[src/rtl/hdmi_tx_config_ctrl_pkg.sv]
// Shared types and ADV7511 register map for the HDMI transmitter init controller.
package hdmi_tx_config_ctrl_pkg;

  // Encoding is exposed on cfg_state for debug LEDs, so values are fixed.
  typedef enum logic [2:0] {
    StIdle   = 3'd0,
    StSettle = 3'd1,
    StWrite  = 3'd2,
    StWait   = 3'd3,
    StNext   = 3'd4,
    StDone   = 3'd5,
    StError  = 3'd6
  } cfg_state_e;

  // ADV7511 register addresses used by the init table.
  localparam logic [7:0] AdvRegPowerDown  = 8'h41;
  localparam logic [7:0] AdvRegFixed98    = 8'h98;
  localparam logic [7:0] AdvRegFixed9a    = 8'h9A;
  localparam logic [7:0] AdvRegFixed9c    = 8'h9C;
  localparam logic [7:0] AdvRegFixed9d    = 8'h9D;
  localparam logic [7:0] AdvRegFixedA2    = 8'hA2;
  localparam logic [7:0] AdvRegFixedA3    = 8'hA3;
  localparam logic [7:0] AdvRegFixedE0    = 8'hE0;
  localparam logic [7:0] AdvRegFixedF9    = 8'hF9;
  localparam logic [7:0] AdvRegInputId    = 8'h15;
  localparam logic [7:0] AdvRegVideoStyle = 8'h16;
  localparam logic [7:0] AdvRegHdmiMode   = 8'hAF;

endpackage

[src/rtl/hdmi_tx_init_rom.sv]
// Combinational init table: index -> {register address, write data}.
module hdmi_tx_init_rom
  import hdmi_tx_config_ctrl_pkg::*;
#(
  parameter int unsigned IDX_W = 4
) (
  input  logic [IDX_W-1:0] idx_i,
  output logic [7:0]       reg_addr_o,
  output logic [7:0]       wdata_o
);

  // Table lookup; out-of-range indices read as zero.
  always_comb begin
    reg_addr_o = 8'h00;
    wdata_o    = 8'h00;
    case (int'(idx_i))
      0:  begin reg_addr_o = AdvRegPowerDown;  wdata_o = 8'h10; end
      1:  begin reg_addr_o = AdvRegFixed98;    wdata_o = 8'h03; end
      2:  begin reg_addr_o = AdvRegFixed9a;    wdata_o = 8'hE0; end
      3:  begin reg_addr_o = AdvRegFixed9c;    wdata_o = 8'h30; end
      4:  begin reg_addr_o = AdvRegFixed9d;    wdata_o = 8'h61; end
      5:  begin reg_addr_o = AdvRegFixedA2;    wdata_o = 8'hA4; end
      6:  begin reg_addr_o = AdvRegFixedA3;    wdata_o = 8'hA4; end
      7:  begin reg_addr_o = AdvRegFixedE0;    wdata_o = 8'hD0; end
      8:  begin reg_addr_o = AdvRegFixedF9;    wdata_o = 8'h00; end
      9:  begin reg_addr_o = AdvRegInputId;    wdata_o = 8'h00; end
      10: begin reg_addr_o = AdvRegVideoStyle; wdata_o = 8'h30; end
      11: begin reg_addr_o = AdvRegHdmiMode;   wdata_o = 8'h06; end
      default: begin reg_addr_o = 8'h00; wdata_o = 8'h00; end
    endcase
  end

endmodule

[src/rtl/hdmi_tx_config_ctrl.sv]
// HDMI transmitter configuration controller: debounces hot-plug, waits for the
// sink to settle, then streams the init table to a byte-level I2C master with
// per-register NACK retry.
module hdmi_tx_config_ctrl
  import hdmi_tx_config_ctrl_pkg::*;
#(
  parameter logic [6:0]  DEV_ADDR        = 7'h39,
  parameter int unsigned NUM_REGS        = 12,
  parameter int unsigned DEBOUNCE_CYCLES = 1024,
  parameter int unsigned SETTLE_CYCLES   = 16384,
  parameter int unsigned MAX_RETRY       = 3
) (
  input  logic       clk_pixel,
  input  logic       rst_n,
  input  logic       hdmi_hpd,
  input  logic       cfg_restart,
  output logic       i2c_req,
  output logic [6:0] i2c_dev_addr,
  output logic [7:0] i2c_reg_addr,
  output logic [7:0] i2c_wdata,
  input  logic       i2c_done,
  input  logic       i2c_nack,
  output logic       cfg_busy,
  output logic       cfg_done,
  output logic       cfg_error,
  output logic       hpd_stable,
  output logic [2:0] cfg_state
);

  localparam int unsigned IdxW   = (NUM_REGS > 1) ? $clog2(NUM_REGS) : 1;
  localparam int unsigned RetryW = (MAX_RETRY > 0) ? $clog2(MAX_RETRY + 1) : 1;
  localparam int unsigned DebW   = (DEBOUNCE_CYCLES > 1) ? $clog2(DEBOUNCE_CYCLES) : 1;
  localparam int unsigned SetW   = (SETTLE_CYCLES > 1) ? $clog2(SETTLE_CYCLES) : 1;

  localparam logic [IdxW-1:0]   LastIdx  = IdxW'(NUM_REGS - 1);
  localparam logic [RetryW-1:0] RetryMax = RetryW'(MAX_RETRY);
  localparam logic [DebW-1:0]   DebLast  = DebW'(DEBOUNCE_CYCLES - 1);
  localparam logic [SetW-1:0]   SetLast  = SetW'(SETTLE_CYCLES - 1);

  logic              hpd_meta_q, hpd_sync_q, hpd_stable_q;
  logic [DebW-1:0]   deb_cnt_q;
  cfg_state_e        state_q;
  logic [IdxW-1:0]   idx_q;
  logic [RetryW-1:0] retry_q;
  logic [SetW-1:0]   settle_cnt_q;
  logic              req_q;
  logic              restart_pend_q;
  logic [6:0]        dev_addr_q;
  logic [7:0]        reg_addr_q, wdata_q;
  logic [7:0]        rom_reg_addr, rom_wdata;
  logic              abort;

  hdmi_tx_init_rom #(
    .IDX_W(IdxW)
  ) u_init_rom (
    .idx_i     (idx_q),
    .reg_addr_o(rom_reg_addr),
    .wdata_o   (rom_wdata)
  );

  // Two-flop synchroniser, then accept a new level only after it holds long enough.
  always_ff @(posedge clk_pixel or negedge rst_n) begin
    if (!rst_n) begin
      hpd_meta_q   <= 1'b0;
      hpd_sync_q   <= 1'b0;
      hpd_stable_q <= 1'b0;
      deb_cnt_q    <= '0;
    end else begin
      hpd_meta_q <= hdmi_hpd;
      hpd_sync_q <= hpd_meta_q;
      if (hpd_sync_q == hpd_stable_q) begin
        deb_cnt_q <= '0;
      end else if (deb_cnt_q == DebLast) begin
        hpd_stable_q <= hpd_sync_q;
        deb_cnt_q    <= '0;
      end else begin
        deb_cnt_q <= deb_cnt_q + 1'b1;
      end
    end
  end

  assign abort = !hpd_stable_q || cfg_restart;

  // Sequencer; an outstanding I2C transaction is always completed before
  // honouring HPD loss or restart, so the master never sees a torn request.
  always_ff @(posedge clk_pixel or negedge rst_n) begin
    if (!rst_n) begin
      state_q        <= StIdle;
      idx_q          <= '0;
      retry_q        <= '0;
      settle_cnt_q   <= '0;
      req_q          <= 1'b0;
      restart_pend_q <= 1'b0;
      dev_addr_q     <= '0;
      reg_addr_q     <= '0;
      wdata_q        <= '0;
    end else begin
      unique case (state_q)
        StIdle: begin
          if (hpd_stable_q && !cfg_restart) begin
            state_q      <= StSettle;
            settle_cnt_q <= '0;
          end
        end
        StSettle: begin
          if (abort) begin
            state_q <= StIdle;
          end else if (settle_cnt_q == SetLast) begin
            state_q <= StWrite;
            idx_q   <= '0;
            retry_q <= '0;
          end else begin
            settle_cnt_q <= settle_cnt_q + 1'b1;
          end
        end
        StWrite: begin
          req_q      <= 1'b1;
          dev_addr_q <= DEV_ADDR;
          reg_addr_q <= rom_reg_addr;
          wdata_q    <= rom_wdata;
          state_q    <= StWait;
          if (cfg_restart) restart_pend_q <= 1'b1;
        end
        StWait: begin
          if (i2c_done) begin
            req_q          <= 1'b0;
            restart_pend_q <= 1'b0;
            // Abort takes priority over both ACK and NACK outcomes.
            if (abort || restart_pend_q) begin
              state_q <= StIdle;
            end else if (!i2c_nack) begin
              state_q <= StNext;
            end else if (retry_q < RetryMax) begin
              retry_q <= retry_q + 1'b1;
              state_q <= StWrite;
            end else begin
              state_q <= StError;
            end
          end else if (cfg_restart) begin
            restart_pend_q <= 1'b1;
          end
        end
        StNext: begin
          if (abort) begin
            state_q <= StIdle;
          end else if (idx_q < LastIdx) begin
            idx_q   <= idx_q + 1'b1;
            retry_q <= '0;
            state_q <= StWrite;
          end else begin
            state_q <= StDone;
          end
        end
        StDone, StError: begin
          if (abort) state_q <= StIdle;
        end
        default: state_q <= StIdle;
      endcase
    end
  end

  // Status decode straight from the state register.
  always_comb begin
    cfg_busy  = (state_q == StSettle) || (state_q == StWrite) ||
                (state_q == StWait)   || (state_q == StNext);
    cfg_done  = (state_q == StDone);
    cfg_error = (state_q == StError);
  end

  assign cfg_state    = state_q;
  assign hpd_stable   = hpd_stable_q;
  assign i2c_req      = req_q;
  assign i2c_dev_addr = dev_addr_q;
  assign i2c_reg_addr = reg_addr_q;
  assign i2c_wdata    = wdata_q;

endmodule

[config.mk]
export PLATFORM = sky130hd
export DESIGN_NAME = hdmi_tx_config_ctrl
export DESIGN_NICKNAME = d
export VERILOG_FILES = /design/src/rtl/hdmi_tx_config_ctrl_pkg.sv /design/src/rtl/hdmi_tx_init_rom.sv /design/src/rtl/hdmi_tx_config_ctrl.sv
export SDC_FILE = /design/constraint.sdc
export NUM_CORES = 1
export LEC_CHECK = 0
export BUFFER_PORTS_ARGS = -buffer_cell sky130_fd_sc_hd__clkbuf_2
export CAP_MARGIN = 20
export CORE_MARGIN = 3
export CORE_UTILIZATION = 55
export DETAILED_ROUTE_END_ITERATION = 10
export GPL_TIMING_DRIVEN = 0
export PLACE_DENSITY_LB_ADDON = 0.25
export SLEW_MARGIN = 20
export SYNTH_ARGS = -nofsm -noshare
export SYNTH_HDL_FRONTEND = slang
export SYNTH_SLANG_ARGS = --single-unit
[constraint.sdc]
create_clock -name clk_pixel -period 2.4 [get_ports clk_pixel]
set_input_delay 0.24 -clock clk_pixel [delete_from_list [all_inputs] [get_ports clk_pixel]]
set_output_delay 0.24 -clock clk_pixel [all_outputs]
set_load 0.02 [all_outputs]
Word-level counts from Yosys, hierarchy flattened
Memory sizes are Yosys's and may differ from the RTL's. A register that Yosys moved wholly into a read port is not among the register bits.
Index checks and enable logic that the tools add are counted.
Cells by class
  bitwise logic cells: 1
  reduce and logical (&&, ||, !) cells: 21
  $add $sub $neg: 4
  magnitude comparators: 2
  equality and inequality tests: 21
  muxes and demuxes: 36
Operators by type and width (number)
  14-bit two-way mux: 3
  3-bit two-way mux: 10
  14-bit one-hot mux with 2 select lines: 1
  2-bit != test, second input constant: 11
  10-bit two-way mux: 2
  3-bit one-hot mux with 6 select lines: 1
  2-bit two-way mux: 8
  4-bit two-way mux: 4
  14-bit by 1-bit adder with 14-bit output, second input constant: 1
  14-bit == test, second input constant: 1
  10-bit by 1-bit adder with 10-bit output, second input constant: 1
  10-bit == test, second input constant: 1
  3-bit == test, second input constant: 3
  9-bit AND reduction: 1
  4-bit one-hot mux with 2 select lines: 1
  4-bit AND reduction: 2
  3-bit by 2-bit == test with 1-bit output, second input constant: 2
  2-bit one-hot mux with 3 select lines: 1
  2-bit nonzero test: 3
  1-bit logical OR: 5
  5-bit AND reduction: 1
  4-bit by 1-bit adder with 4-bit output, second input constant: 1
  4-bit < comparator, second input constant: 1
  1-bit one-hot mux with 2 select lines: 2
  13 further kinds: 18
Word-level totals
  logic and storage cells: 98
  output and inout port bits: 31
  bits of input ports: 6
  memories: 1
  ROM bits: 240
  bits in registers: 47
Memory list
  (name not given): words 16, bits a word 15, read ports 1, clocked after Yosys merged registers in 1, wr ports 0, RTL line hdmi_tx_init_rom.sv:16  | case (int'(idx_i))

Depth between registers and ports, before layout
Gate-level depths: netlist (run 1).
  depth after elaboration: 6
  depth in mapped cells: 7

Modules after synthesis
From an unflattened synthesis (run 1), not the netlist that was laid out.
Second synthesis, totals
  cells, all modules: 307
  area total of the unflattened synthesis: 3069.2 µm²
By module, submodules not included
  hdmi_tx_config_ctrl: sequential area each 1376.3 µm², cells each 256, times used 1, area an instance 2713.9 µm²
  hdmi_tx_init_rom: sequential area each 0.0 µm², cells each 51, times used 1, area an instance 355.3 µm²

Least setup slack after synthesis (run 1)
OpenSTA, ideal clock, no wires.
  path kind: register -> register
  start point: reg idx_q[0]
  end point: reg retry_q[1]
  library setup time: 122 ps
  arrival time: 1770 ps
  required time: 2278 ps
  path slack: 508 ps
  buffers on the path: 0
  cell stages (with the launch flop): 7
  period minus slack after synthesis: 1892 ps
  cell sequence: dfrtp_1 > ha_1 > o21ai_0 > a21oi_1 > a221oi_1 > nand2_1 > a32o_1
On the way
  cells in the longest elaborated chain, start to end: 3
RTL lines
  start, declared: RTL line hdmi_tx_config_ctrl.sv:43  | logic [IdxW-1:0] idx_q;
  start signal, assigned: RTL line hdmi_tx_config_ctrl.sv:147  | idx_q <= idx_q + 1'b1;
  4-bit < comparator: RTL line hdmi_tx_config_ctrl.sv:146  | end else if (idx_q < LastIdx) begin
  2-bit != test (no source line)
  9-bit AND reduction (no source line)
  end signal, assigned: RTL line hdmi_tx_config_ctrl.sv:134  | retry_q <= retry_q + 1'b1;
  end, declared: RTL line hdmi_tx_config_ctrl.sv:44  | logic [RetryW-1:0] retry_q;
No other way between the ends.
A chain may end at the register's enable or synchronous reset.

Worst setup path in the final report (run 1)
  start point: reg settle_cnt_q[0]
  end point: reg retry_q[1]
On the way
  cells in the longest elaborated chain, start to end: 3
RTL lines
  start, declared: RTL line hdmi_tx_config_ctrl.sv:45  | logic [SetW-1:0] settle_cnt_q;
  start signal, assigned: RTL line hdmi_tx_config_ctrl.sv:113  | settle_cnt_q <= settle_cnt_q + 1'b1;
  14-bit == test: RTL line hdmi_tx_config_ctrl.sv:108  | end else if (settle_cnt_q == SetLast) begin
  2-bit != test (no source line)
  9-bit AND reduction (no source line)
No other way between the ends.

==> results of run 1 <==
[worst max-delay path: stages, from the launching register on]
cell	delay, ns
dfrtp_1	0.39
ha_1	0.20
and3_1	0.28
nand4_1	0.31
a221oi_1	0.58
nand2_1	0.11
a32o_1	0.22
[cells by family (layout without fill, tap and decap cells)]
kind of cell | Yosys count | in the layout | synth area share (%)
mux | 10 | 10 | 3.495
compound gates | 71 | 71 | 15.66
fa+ha+maj | 9 | 9 | 3.790
other cells | 1 | 4 | 0.1262
buf+inv | 33 | 72 | 5.347
xor+xnor | 16 | 16 | 4.716
flops | 54 | 54 | 45.47
simple gates | 126 | 126 | 21.39
[registers in the layout, summed over array words and instances, names as in the netlist, 2 cells and up]
name          cells
settle_cnt_q     14
cfg_state         3
i2c_wdata         7
i2c_reg_addr      8
deb_cnt_q        10
retry_q           2
idx_q             4
[cell type report]
type,count,share of cell area [%]
multi-input cells,236,44.02
flip-flops and latches,54,40.39
repair buffers,32,4.862
plain buffers,22,3.515
well taps,70,2.618
clock buffers,6,2.468
inverters,11,1.234
clock inverters,1,0.8975
[where the power goes]
part / switching, mW / leakage [nW] / internal [mW]
sequential: 0.00467 / 0.732 / 0.915
clock: 0.286 / 0.0573 / 0.334
combinational: 0.0336 / 0.771 / 0.0138
total: 0.324 / 1.56 / 1.26
[layer usage]
layer	vias up	GRT usage (%)	share of wire, %
met3	10	3.725	4.0
met5	-	0	0
met1	1144	26.84	47
met2	55	32.47	47
li1	1190	-	-
met4	0	8.247	1.8
[through the flow]
step | utilization, % | hold WS, ns | setup slack, ns
finish | 64.68 | 0.004543 | 0.1906
global route | 64.68 | 0.02767 | 0.09523
CTS | 64.68 | 0.03116 | 0.06008
detailed placement | 62.51 | 0.3470 | 0.07847
global placement | 62.46 | 0.3459 | 0.1826
floorplan | - | -0.05559 | 0.5082
[synthesized netlist by cell type, types with 4 or more instances]
| master | count |
|---|---|
| nor3_1 | 9 |
| nand3_1 | 11 |
| nand2_1 | 35 |
| nand2b_1 | 11 |
| inv_1 | 10 |
| a21oi_1 | 16 |
| dfrtp_1 | 54 |
| a31oi_1 | 6 |
| nor2b_1 | 5 |
| o31ai_1 | 4 |
| and3_1 | 7 |
| ha_1 | 9 |
| buf_4 | 7 |
| xnor2_1 | 7 |
| mux2i_1 | 7 |
| nor2_1 | 30 |
| xor2_1 | 9 |
| o21ai_0 | 22 |
| o21a_1 | 5 |
| nand4_1 | 4 |
| clkbuf_1 | 13 |
[layout by cell type, fill, tap and decap left out, types with 2 or more instances in the layout]
| master | instances |
|---|---|
| nand2_1 | 35 |
| o32ai_1 | 2 |
| o221ai_1 | 2 |
| clkbuf_1 | 13 |
| o211ai_1 | 3 |
| mux2_2 | 3 |
| nor2_1 | 30 |
| ha_1 | 9 |
| nand2b_1 | 11 |
| a221oi_1 | 2 |
| nand3_1 | 11 |
| nor3_1 | 9 |
| clkbuf_8 | 6 |
| conb_1 | 4 |
| nor2b_1 | 5 |
| a31oi_1 | 6 |
| o21a_1 | 5 |
| or3_1 | 3 |
| a21oi_1 | 16 |
| o31ai_1 | 4 |
| xor2_1 | 9 |
| and3_1 | 7 |
| o21ai_0 | 21 |
| dfrtp_1 | 54 |
| nor3b_1 | 2 |
| clkbuf_2 | 31 |
| nand4_1 | 4 |
| buf_4 | 7 |
| and4_1 | 2 |
| mux2i_1 | 7 |
| inv_1 | 10 |
| xnor2_1 | 7 |
| and2_1 | 2 |
[worst max-delay path by stage]
stage / to / slack [ns] / depth (start not counted)
5_1_grt: retry_q[1] / 0.1 / 6
3_3_place_gp: retry_q[1] / 0.18 / 6
4_1_cts: retry_q[1] / 0.06 / 6
6_report: retry_q[1] / 0.19 / 6
2_1_floorplan: retry_q[1] / 0.51 / 6
3_5_place_dp: retry_q[1] / 0.08 / 6
[timing repair]
| action | 4_1_cts | 5_1_grt |
|---|---|---|
| hold buffers | 0 | 0 |
| endpoints found under the setup margin | 0 | 1 |
| gates resized for setup | 0 | 1 |
==> results.sh, run 1 <==
export IMPL_grt_setup_unrepaired="false"
export IMPL_clock_skew_ns=0.01065
export IMPL_viasPerCell=5.553
export IMPL_drv_cap=0
export IMPL_path_clk_slew_ns=0.10
export IMPL_die_h_um=79.51
export IMPL_drt_iter0_markers=94
export IMPL_leakagePower_nw=1.561
export IMPL_peakVddDrop_v=0.0002915
export IMPL_grt_overflow_total=0
export IMPL_status="finished, final reports clean"
export IMPL_grt_usage_pct=20.21
export IMPL_min_period_ns=2.209
export IMPL_ant_nets=0
export IMPL_fin_crit_sh_pct=92.06
export IMPL_reg2reg_to="retry_q[1]"
export IMPL_dieArea_um2=6321
export IMPL_cts_setup_buffers=0
export IMPL_vias=2399
export IMPL_path_class="reg2reg"
export IMPL_relSlewSlack_pct=52.58
export IMPL_hold_path_class="in2async"
export IMPL_nFillCells=416
export IMPL_cts_buffers=5
export IMPL_placed_cell_area_um2=3233
export IMPL_ys_flop_type="dfrtp_1"
export IMPL_clock_sinks=54
export IMPL_synth_cells=320
export IMPL_yosysWarnings=0
export IMPL_tightest_slew_ns=0.7113
export IMPL_n_antenna_cell=0
export IMPL_finalSetupTns_ns=0
export IMPL_worstSetupStartpointType="register"
export IMPL_grt_max_degree=55
export IMPL_ys_ff_latch=54
export IMPL_yosys_area_top_type="dfrtp_1"
export IMPL_syn_to_final_growth_pct=12.59
export IMPL_dpl_hpwl_mm=4.411
export IMPL_critPathRequiredTime_ns=2.60
export IMPL_r2r_cells=6
export IMPL_start_util_pct=57.45
export IMPL_reg2reg_from="settle_cnt_q[0]"
export IMPL_dp_cells=425
export IMPL_core_area_um2=5172
export IMPL_worstSetupEndpointType="register"
export IMPL_grt_pass1_vias=2269
export IMPL_syn_area_um2=2972
export IMPL_ys_types=48
export IMPL_drv_slew=0
export IMPL_ys_seq_area_share_pct=45.47
export IMPL_nets=377
export IMPL_cts_tree="yes"
export IMPL_clock_path_buffers=2
export IMPL_fmax_ghz=0.4526
export IMPL_synth_top_area_share_pct=45.47
export IMPL_drc=0
export IMPL_finalHoldViolCount=0
export IMPL_io_pins=37
export IMPL_root_buffer="clkbuf_8"
export IMPL_place_port_buffers=32
export IMPL_drive_gt1_share_pct=15.75
export IMPL_multiInputGateArea_um2=1473
export IMPL_synthTopCellsByArea="dfrtp_1 (45%), nand2_1 (4.4%), ha_1 (3.8%)"
export IMPL_seq_area_um2=1351
export IMPL_synthArstFlopShare_pct=100.0
export IMPL_r2r_slack_ns=0.19
export IMPL_crit_start="settle_cnt_q[0]"
export IMPL_insertion_delay_ns=0.31
export IMPL_finalSetupViolCount=0
export IMPL_power_mw=1.586
export IMPL_critPathArrivalTime_ns=2.41
export IMPL_wl_per_cell_um=14.04
export IMPL_fin_cells=432
export IMPL_postLayoutCellArea_um2=3346
export IMPL_placementRows=26
export IMPL_worstPathMaxFanout=6
export IMPL_antenna_found_initial=0
export IMPL_powerDensity_nw_per_um2=474.2
export IMPL_grt_pass1_wl_mm=10.24
export IMPL_htree_levels=2
export IMPL_synth_edf_count=0
export IMPL_die_w_um=79.51
export IMPL_gp_congestion=0.8754
export IMPL_drt_wl_total_mm=6.066
export IMPL_drtPass1Iterations=4
export IMPL_syn_area_per_cell_um2=9.286
Power figures use the tool's default switching activity.
==> run 2, diff against run 1 <==
--- a/config.mk
+++ b/config.mk
@@ -5,6 +5,7 @@
 export SDC_FILE = /design/constraint.sdc
 export NUM_CORES = 1
 export LEC_CHECK = 0
+export ABC_AREA = 1
 export BUFFER_PORTS_ARGS = -buffer_cell sky130_fd_sc_hd__clkbuf_2
 export CAP_MARGIN = 20
 export CORE_MARGIN = 3
==> results.sh, run 2 <==
export IMPL_ys_ff_latch=54
export IMPL_placementRows=26
export IMPL_n_antenna_cell=0
export IMPL_multiInputGateArea_um2=1506
export IMPL_worstSetupStartpointType="register"
export IMPL_grt_pass1_wl_mm=10.98
export IMPL_top_register="settle_cnt_q"
export IMPL_largest_register_ffs=14
export IMPL_die_w_um=81.27
export IMPL_drv_cap=0
export IMPL_drc=0
export IMPL_tightest_slew_ns=0.7228
export IMPL_path_class="reg2out"
export IMPL_synth_common_cells="nand2_1 (103), dfrtp_1 (54), nor2_1 (51)"
export IMPL_crit_buf_inv=5
export IMPL_drtPass1Iterations=4
export IMPL_leakagePower_nw=1.731
export IMPL_worstSetupEndpointType="output port"
export IMPL_switching_power_mw=0.3358
export IMPL_drt_iter0_markers=205
export IMPL_wl_per_cell_um=12.07
export IMPL_drv_slew=0
export IMPL_clock_path_buffers=2
export IMPL_powerDensity_nw_per_um2=423.9
export IMPL_root_buffer="clkbuf_8"
export IMPL_drt_wl_total_mm=6.170
export IMPL_ys_seq_area_share_pct=43.37
export IMPL_syn_to_final_growth_pct=11.29
export IMPL_critPathArrivalTime_ns=1.98
export IMPL_relSlewSlack_pct=51.81
export IMPL_layout_common_cells="nand2_1 (103), dfrtp_1 (54), nor2_1 (51)"
export IMPL_hold_path_class="in2async"
export IMPL_clockPowerShare_pct=34.3
export IMPL_finalSetupTns_ns=0
export IMPL_start_util_pct=58.75
export IMPL_syn_area_um2=3115
export IMPL_vias=2687
export IMPL_seq_area_um2=1351
export IMPL_core_area_um2=5303
export IMPL_place_port_buffers=32
export IMPL_holdBufCountCts=0
export IMPL_antenna_found_initial=0
export IMPL_cts_buffers=5
export IMPL_yosysMostFrequentCell="nand2_1"
export IMPL_power_mw=1.470
export IMPL_fin_crit_sh_pct=92.39
export IMPL_io_pins=37
export IMPL_syn_area_per_cell_um2=7.828
export IMPL_cts_resized=0
export IMPL_seqPwrFrac_pct=62.6
export IMPL_ys_flop_type="dfrtp_1"
export IMPL_critical_path_top_delay_family="buffers and inverters"
export IMPL_path_clk_slew_ns=0.10
export IMPL_internal_power_mw=1.134
export IMPL_worstPathCellList="buf_6, inv_4, nand2_1, nor2_2, inv_2, buf_2, nand4_1, clkbuf_2"
export IMPL_synth_top_area_share_pct=43.37
export IMPL_nFillCells=480
export IMPL_nets=455
export IMPL_die_h_um=81.27
export IMPL_critPathMaxStageDelay_ns=0.40
export IMPL_cts_tree="yes"
export IMPL_ant_nets=0
export IMPL_finalHoldViolCount=0
export IMPL_synthArstFlopShare_pct=100.0
export IMPL_clock_skew_ns=0.008250
export IMPL_yosysWarnings=0
export IMPL_gp_congestion=0.8824
export IMPL_synth_edf_count=0
export IMPL_peakVddDrop_v=0.0002642
export IMPL_clock_sinks=54
export IMPL_htree_levels=2
export IMPL_fmax_ghz=0.4510
export IMPL_grt_pass1_vias=2528
export IMPL_min_period_ns=2.217
export IMPL_grt_max_degree=55
export IMPL_synth_cells=398
export IMPL_status="finished, final reports clean"
export IMPL_power_frac_comb_pct=3.1
export IMPL_final_common_cell="nand2_1"
export IMPL_swShare_pct=22.85
export IMPL_grt_usage_pct=20.96
export IMPL_finalSetupViolCount=0
export IMPL_grt_overflow_total=0
export IMPL_dpl_hpwl_mm=4.586
export IMPL_insertion_delay_ns=0.30
export IMPL_ys_types=36
export IMPL_yosys_area_top_type="dfrtp_1"
export IMPL_drive_gt1_share_pct=17.69
export IMPL_synthTopCellsByArea="dfrtp_1 (43%), nand2_1 (12%), nor2_1 (6.1%)"
export IMPL_viasPerCell=5.258
export IMPL_cts_setup_buffers=0
export IMPL_crit_path_top_delay_cell="dfrtp_1"
export IMPL_critPathRequiredTime_ns=2.16
export IMPL_dieArea_um2=6604
export IMPL_grt_setup_unrepaired="false"
export IMPL_worstPathMaxFanout=10
run 2: final timing paths:
path / slack (ns) / depth (start not counted) / start / endpoint
hold reg to reg: 0.36 / 0 / hpd_meta_q / hpd_sync_q
min in group clk_pixel: 0.04 / 1 / hdmi_hpd / hpd_meta_q
setup reg to reg: 0.62 / 7 / idx_q[0] / idx_q[1]
max in group asynchronous: 1.91 / 1 / rst_n / i2c_reg_addr[2]
setup / recovery: 0.18 / 8 / cfg_state[2] / cfg_busy
hold / removal: 0.006 / 1 / rst_n / deb_cnt_q[7]
run 2: power by group through the flow:
stage          combinational, mW  sequential, mW  clock (mW)
2_1_floorplan             0.0217           0.937           0
3_3_place_gp              0.0454           0.937           0
3_5_place_dp              0.0471           0.938           0
4_1_cts                   0.0472           0.920       0.524
5_1_grt                   0.0531           0.921       0.571
6_report                  0.0452           0.920       0.505
run 2: kinds of logic after synthesis:
| logic type | Yosys count | synth area share, % |
|---|---|---|
| fa+ha+maj | 9 | 3.615 |
| xor+xnor | 10 | 2.811 |
| buf+inv | 52 | 8.634 |
| flops | 54 | 43.37 |
| simple gates | 219 | 31.33 |
| compound gates | 53 | 10.12 |
| other cells | 1 | 0.1204 |
run 2: cell type report:
class	instances	area share, %
plain buffers	16	3.753
multi-input cells	295	43.45
repair buffers	32	4.691
clock inverters	3	0.6135
well taps	70	2.526
flip-flops and latches	54	38.98
clock buffers	5	1.985
inverters	36	4.006
run 2: through the flow:
stage | util [%] | area, um^2 | hold WS, ns | setup slack [ns] | cells
3_5_place_dp | 63.69 | 3377 | 0.3455 | 0.5429 | 503
6_report | 65.38 | 3467 | 0.006476 | 0.1826 | 511
5_1_grt | 65.38 | 3467 | 0.03563 | 0.03048 | 511
3_3_place_gp | 63.64 | 3374 | 0.3326 | 0.5315 | 503
2_1_floorplan | - | 3127 | -0.05559 | 0.7614 | 401
4_1_cts | 65.38 | 3467 | 0.03269 | 0.1929 | 511
run 2: routing by layer:
metal  part of all wire [%]  global-route usage, %  up-vias
met5                      0                      0        -
met4                    1.1                  5.068        0
met3                    3.8                  4.213        8
met2                     49                  35.99       70
met1                     46                  26.99     1245
li1                       -                      -     1364
run 2: worst register-to-register path, delay by kind of cell, from the launching register on:
kind | cells | cell delay [ns]
adders and majority gates | 1 | 0.30
AOI/OAI and AO/OA | 3 | 0.63
and+or+nand+nor | 3 | 0.24
DFF | 1 | 0.50
